## config.mk

```make
export PLATFORM = sky130hd
export DESIGN_NAME = hazard_ctrl
export DESIGN_NICKNAME = d
export VERILOG_FILES = /design/src/rtl/hazard_ctrl.sv
export SDC_FILE = /design/constraint.sdc
export NUM_CORES = 1
export LEC_CHECK = 0
export BUFFER_PORTS_ARGS = -buffer_cell sky130_fd_sc_hd__buf_4
export CAP_MARGIN = 30
export CORE_UTILIZATION = 30
export CTS_CLUSTER_DIAMETER = 30
export CTS_CLUSTER_SIZE = 28
export DETAILED_ROUTE_END_ITERATION = 8
export GPL_TIMING_DRIVEN = 0
export PLACE_DENSITY_LB_ADDON = 0.2
export SETUP_SLACK_MARGIN = 0.3
export SYNTH_ARGS = -nofsm -noshare
export SYNTH_HDL_FRONTEND = slang
export SYNTH_SLANG_ARGS = --single-unit
```

## constraint.sdc

```tcl
create_clock -name clock -period 5.76 [get_ports clock]
set_clock_uncertainty 0.05 [all_clocks]
set_input_delay 0.576 -clock clock [delete_from_list [all_inputs] [get_ports clock]]
set_output_delay 0.576 -clock clock [all_outputs]
set_load 0.05 [all_outputs]
```

## src/rtl/hazard_ctrl.sv

```systemverilog
// ============================================================================
// Module   : hazard_ctrl
// Purpose  : 5-stage MIPS hazard controller: EX/MEM destination scoreboard,
//            RAW / load-use stall, branch flush and saturating debug counters.
// Revision : 1.0 - initial release
// ============================================================================
`default_nettype none

module hazard_ctrl #(
    parameter int REG_W      = 5,
    parameter int CNT_W      = 16,
    parameter int FORWARDING = 0
) (
    input  logic             clock,
    input  logic             reset,
    input  logic             id_valid,
    input  logic [REG_W-1:0] id_rs,
    input  logic [REG_W-1:0] id_rt,
    input  logic             id_use_rs,
    input  logic             id_use_rt,
    input  logic [REG_W-1:0] id_dst,
    input  logic             id_wr,
    input  logic             id_load,
    input  logic             ex_branch_taken,
    output logic             pc_en,
    output logic             ifid_en,
    output logic             ifid_flush,
    output logic             idex_bubble,
    output logic             stall_active,
    output logic [CNT_W-1:0] stall_cnt,
    output logic [CNT_W-1:0] flush_cnt
);

    localparam logic [0:0]       c_st_run   = 1'b0;
    localparam logic [0:0]       c_st_stall = 1'b1;
    localparam logic [CNT_W-1:0] c_cnt_max  = '1;
    localparam logic [REG_W-1:0] c_reg_zero = '0;

    logic [0:0]       r_state;
    logic             r_ex_v;
    logic [REG_W-1:0] r_ex_dst;
    logic             r_ex_load;
    logic             r_mem_v;
    logic [REG_W-1:0] r_mem_dst;
    logic [CNT_W-1:0] r_stall_cnt;
    logic [CNT_W-1:0] r_flush_cnt;

    logic w_ex_writing;
    logic w_mem_writing;
    logic w_hit_ex;
    logic w_hit_mem;
    logic w_stall;

    // Register 0 is hardwired, so a producer targeting it is never a hazard.
    assign w_ex_writing  = r_ex_v  && (r_ex_dst  != c_reg_zero);
    assign w_mem_writing = r_mem_v && (r_mem_dst != c_reg_zero);

    assign w_hit_ex  = id_valid && w_ex_writing &&
                       ((id_use_rs && (id_rs == r_ex_dst)) ||
                        (id_use_rt && (id_rt == r_ex_dst)));
    assign w_hit_mem = id_valid && w_mem_writing &&
                       ((id_use_rs && (id_rs == r_mem_dst)) ||
                        (id_use_rt && (id_rt == r_mem_dst)));

    generate
        if (FORWARDING != 0) begin : g_fwd
            assign w_stall = w_hit_ex && r_ex_load;
        end else begin : g_nofwd
            assign w_stall = w_hit_ex || w_hit_mem;
        end
    endgenerate

    always_comb begin
        pc_en       = 1'b1;
        ifid_en     = 1'b1;
        ifid_flush  = 1'b0;
        idex_bubble = 1'b0;
        if (reset) begin
            pc_en       = 1'b0;
            ifid_en     = 1'b0;
            ifid_flush  = 1'b1;
            idex_bubble = 1'b1;
        end else if (ex_branch_taken) begin
            ifid_flush  = 1'b1;
            idex_bubble = 1'b1;
        end else if (w_stall) begin
            pc_en       = 1'b0;
            ifid_en     = 1'b0;
            idex_bubble = 1'b1;
        end
    end

    always_ff @(posedge clock) begin
        if (reset) begin
            r_state     <= c_st_run;
            r_ex_v      <= 1'b0;
            r_ex_dst    <= '0;
            r_ex_load   <= 1'b0;
            r_mem_v     <= 1'b0;
            r_mem_dst   <= '0;
            r_stall_cnt <= '0;
            r_flush_cnt <= '0;
        end else begin
            r_mem_v   <= r_ex_v;
            r_mem_dst <= r_ex_dst;
            r_ex_v    <= id_valid && id_wr && !idex_bubble;
            r_ex_dst  <= id_dst;
            r_ex_load <= id_load;

            // A taken branch squashes the stalled instruction, so it wins.
            if (ex_branch_taken) begin
                r_state <= c_st_run;
                if (r_flush_cnt != c_cnt_max) begin
                    r_flush_cnt <= r_flush_cnt + 1'b1;
                end
            end else if (w_stall) begin
                r_state <= c_st_stall;
                if (r_stall_cnt != c_cnt_max) begin
                    r_stall_cnt <= r_stall_cnt + 1'b1;
                end
            end else begin
                r_state <= c_st_run;
            end
        end
    end

    assign stall_active = (r_state == c_st_stall);
    assign stall_cnt    = r_stall_cnt;
    assign flush_cnt    = r_flush_cnt;

endmodule

`default_nettype wire

```

* Word level (Yosys, flattened, before mapping)
Cells that the tools add are included.
Word-level totals: bits in registers 45
Cells by class: $add $sub $neg 2, eq/ne operators 6, mux-type cells 8, bitwise gates (word level) 1, reductions and logical operators 21
Operators by type and width (number):
- adder 16 x 1 -> 16 bit, second input constant | 2
- != test 16 bit, second input constant | 2
- == test 5 bit | 4
- logical AND 1 bit | 12
- nonzero test 5 bit | 2
- two-way mux 1 bit | 8
- logical OR 1 bit | 3
- AND reduction 3 bit | 1
- AND reduction 2 bit | 1
- OR reduction 2 bit | 1
- logical NOT 1 bit | 1
- NOT 1 bit | 1

* Depth between registers and ports, before layout
word-level depth 10, depth in mapped cells 9, mapped depth without buffers 8

* Worst setup path after synthesis
Ideal clock, no wire load.
path type input-to-output, start input id_rs[1], end output pc_en, data arrival time 2447 ps, path slack 2687 ps, cell stages on the path 6, path buffers 1, cell sequence xor2_1 > nor4_2 > a32oi_1 > o22ai_4 > a21oi_1 > buf_4
Between the ends: word-level cells in the longest chain between the ends 8
RTL lines:
- start: declaration | RTL line 17 | input logic [REG_W-1:0] id_rs,
- == test 5 bit (on tied branches) | RTL line 59, 62
- logical AND 1 bit (on tied branches) | RTL line 59, 62
- logical OR 1 bit (on tied branches) | RTL line 59, 62
- logical AND 1 bit (on tied branches) | RTL line 58, 61
- logical OR 1 bit (*) | RTL line 69 | assign w_stall = w_hit_ex || w_hit_mem;
- two-way mux 1 bit (*) (3 in series)
- end: declaration | RTL line 25 | output logic pc_en,
Mark *: on every way between the ends. The rest lies on a longest branch, timed or not.

* Worst setup path after layout
start register r_ex_dst[1], end output pc_en
Between the ends: word-level cells in the longest chain between the ends 8
RTL lines:
- start: declaration | RTL line 41 | logic [REG_W-1:0] r_ex_dst;
- start signal: assignment | RTL line 107 | r_ex_dst <= id_dst;
- == test 5 bit, or another cell as far along | RTL line 59 | ((id_use_rs && (id_rs == r_ex_dst)) ||
- logical AND 1 bit (on tied branches) | RTL line 59, 55, 60
- logical OR 1 bit / logical AND 1 bit (equally long branches) | RTL line 59, 58
- logical AND 1 bit (*) | RTL line 58 | assign w_hit_ex = id_valid && w_ex_writing &&
- logical OR 1 bit (*) | RTL line 69
- two-way mux 1 bit (*) | RTL line 86 | end else if (w_stall) begin
- two-way mux 1 bit (*) | RTL line 83 | end else if (ex_branch_taken) begin
- two-way mux 1 bit (*) | RTL line 78 | if (reset) begin
Marks and branches as above.

==> metrics.cfg <==
[sta]
maxSlewHeadroom_pct=65.4
worst_pin_slew_ns=0.517
clock.fmax_ghz=0.352
layout_min_cycle_time_ns=2.84
hold_slack_ns=0.435
period_share_pct=49.3
drv_slew=0
setup_ws_ns=2.92
finalSetupViolCount=0
rsz0062_at_grt=false
hold_viol_final=0
setup_tns_ns=0

[worst_setup_path]
cp_max_fo=10
cp_slowest_cell=or4_1
worst-path-buf-inv=2
crit_chain=or4_1, o211ai_1, o22ai_4, a21oi_1, buf_4, buf_4
cp-end-kind=primary output
critPathKind=reg2out
worstPathRequired_ns=5.13
critPathTopFamily=compound AO/OA/AOI/OAI gates
cp.arrival_ns=2.21
slowest_delay_ns=0.56
critPathLaunchType=register
cpMostUsedCell=buf_4

[drt]
via_per_inst=4.60
totalWireLength_um=5010
ant_nets=0
vias=1855
wire_per_inst_um=12.4
first_iter_violations=53
dr.pass1.iters=4
route.detailed.drc=0

[floorplanning]
fp.dieW_um=86.9
rows=30
die-area_sq_um=7550
io_pins=60
core_sq_um=6870
die_y_um=86.9
initial_utilization_pct=31.5

[worst_hold_path]
hold_class=reg2reg

[layout]
fin_nets=332
drive_gt1_share_pct=22.8
syn_to_final_growth_pct=29.7
final_cell_area_sq_um=2800
n_antenna_cell=0
layoutNonFillerInstCount=403
utilization_pct=40.8

[global_routing]
grt_pass1_vias=1716
grt_overflow=0
track_usage_pct=13.9
grt_pass1_wl_um=8070
grt_max_degree=13
antenna_found_initial=0

[yosys]
synth_top_area_share_pct=41.7
netlist_area_sq_um=2160
ys_ff_latch=45
yosysSeqAreaShare_pct=41.7
synth_edf_count=0
synthDistinctLibCells=32
synthCells=242
synth.top_cells.by_area=dfxtp_1 42%, xor2_1 13%, nor2_1 6.1%
yosys_most_used_dff=dfxtp_1
yosys_warnings=0
syn_area_per_cell_sq_um=8.93
synth_area_leader_cell=dfxtp_1
syn_nets=267
synthArstFlopShare_pct=0

[clock_network]
ctsResizeCount=0
clkTransAtPathRegs_ns=0.08
cts-buffers-inserted=5
cts_tree=built
clock-root-buffer=clkbuf_8
clock_latency_ns=0.30
cts_hold_buf=0
clockBufferDepth=2
postCtsSetupBuffers=0
h-tree-depth=2
clkSinkCount=45

[placement]
place_congestion=0.869
io_buffers=58
hpwl_um=3850
place_area_sq_um=2720
placed_cells=396
preCtsSetupSlack_ns=2.93

[pwr]
power.switching_mw=0.142
combPwrFrac_pct=10.5
seq_power_share_pct=55.5
max-vdd-ir-drop_mv=0.0916
power_density_nw_per_um2=207
internal_power_mw=0.438
leakage_nw=1.15
p_clk_share_pct=34.0
swShare_pct=24.5
power_mw=0.580

[outcome]
status=completed

[flow_run]
cap_violations=0

[power groups by stage]
stage                     sequential [mW]  combinational [mW]  clock [mW]
after detailed placement            0.330              0.0617           0
after global routing                0.323              0.0664       0.222
final                               0.322              0.0609       0.197
after global placement              0.330              0.0616           0
after floorplan                     0.333              0.0313           0
after CTS                           0.322              0.0619       0.207
[placed cells by master, fill, tap and decap left out]
master / n
buf_4: 59
dfxtp_1: 45
nor2_1: 35
xor2_1: 31
nor2b_1: 18
nand3_1: 16
nand2_1: 14
xnor2_1: 11
nand4_1: 8
nor3_1: 8
clkbuf_1: 6
clkbuf_8: 6
nor4_1: 5
or4_1: 5
a21oi_1: 5
mux2_1: 5
and4_1: 4
inv_1: 3
and3_1: 3
o31ai_1: 3
and2_1: 2
a32oi_1: 2
o211ai_1: 2
ha_1: 2
nor4_2: 1
o22ai_4: 1
or2_2: 1
or2_1: 1
nand2_4: 1
buf_6: 1
nand4b_1: 1
o21ai_0: 1
mux2i_1: 1
[per-layer routing]
layer  track usage (%)  up-vias  share of wire [%]
met3              4.64        7                5.7
met2              23.0       39                 47
met4              4.09        0                1.2
met5                 0        -                  0
li1                  -      961                  -
met1              17.2      848                 47
[kinds of logic after synthesis]
| family | count (synthesis) | share of synthesized area, % |
|---|---|---|
| adder cells (fa/ha/maj) | 2 | 1.16 |
| flip-flops | 45 | 41.7 |
| AND/OR/NAND/NOR | 123 | 29.9 |
| multiplexers | 6 | 3.07 |
| XOR/XNOR | 42 | 17.0 |
| AO/OA/AOI/OAI | 14 | 4.86 |
| buffers and inverters | 10 | 2.26 |
[flip-flops by register name (all words and copies together), names as in the netlist]
name	flops
flush_cnt	16
stall_cnt	16
r_ex_dst	5
r_mem_dst	5
r_ex_v	1
r_mem_v	1
stall_active	1
[worst register-to-register path: stages, from the launching register on]
cell	delay, ns
dfxtp_1	0.36
ha_1	0.22
and3_1	0.19
nand3_1	0.26
nor3_1	0.10
nor2_1	0.42
nand2_4	0.12
buf_6	0.16
nor3_1	0.20
mux2_1	0.34
[Yosys cell counts (8+ instances only)]
cell type	instances
nand2_1	14
nor2b_1	18
xor2_1	31
nand3_1	16
dfxtp_1	45
xnor2_1	11
nor3_1	8
nand4_1	8
nor2_1	35
[layout make-up]
class                      count  area (sq um)
inverter                       3          11.3
buffer                         7          37.5
timing repair buffer          58           435
fill                         712          4070
sequential                    45           901
clock buffer                   7          86.3
multi-input combinational    187          1210
tap                           96           120
[path summary, 6_finish.rpt]
path                             startpoint                         to  slack [ns]  cells after the start
setup / recovery     r_ex_dst[1]$_SDFF_PP0_                      pc_en        2.92                      6
hold reg to reg           r_ex_v$_SDFF_PP0_         r_mem_v$_SDFF_PP0_        0.44                      1
setup reg to reg  stall_cnt[0]$_SDFFE_PP0P_  stall_cnt[9]$_SDFFE_PP0P_        3.24                      9
hold / removal            r_ex_v$_SDFF_PP0_         r_mem_v$_SDFF_PP0_        0.44                      1
(Power assumes the default switching activity.)
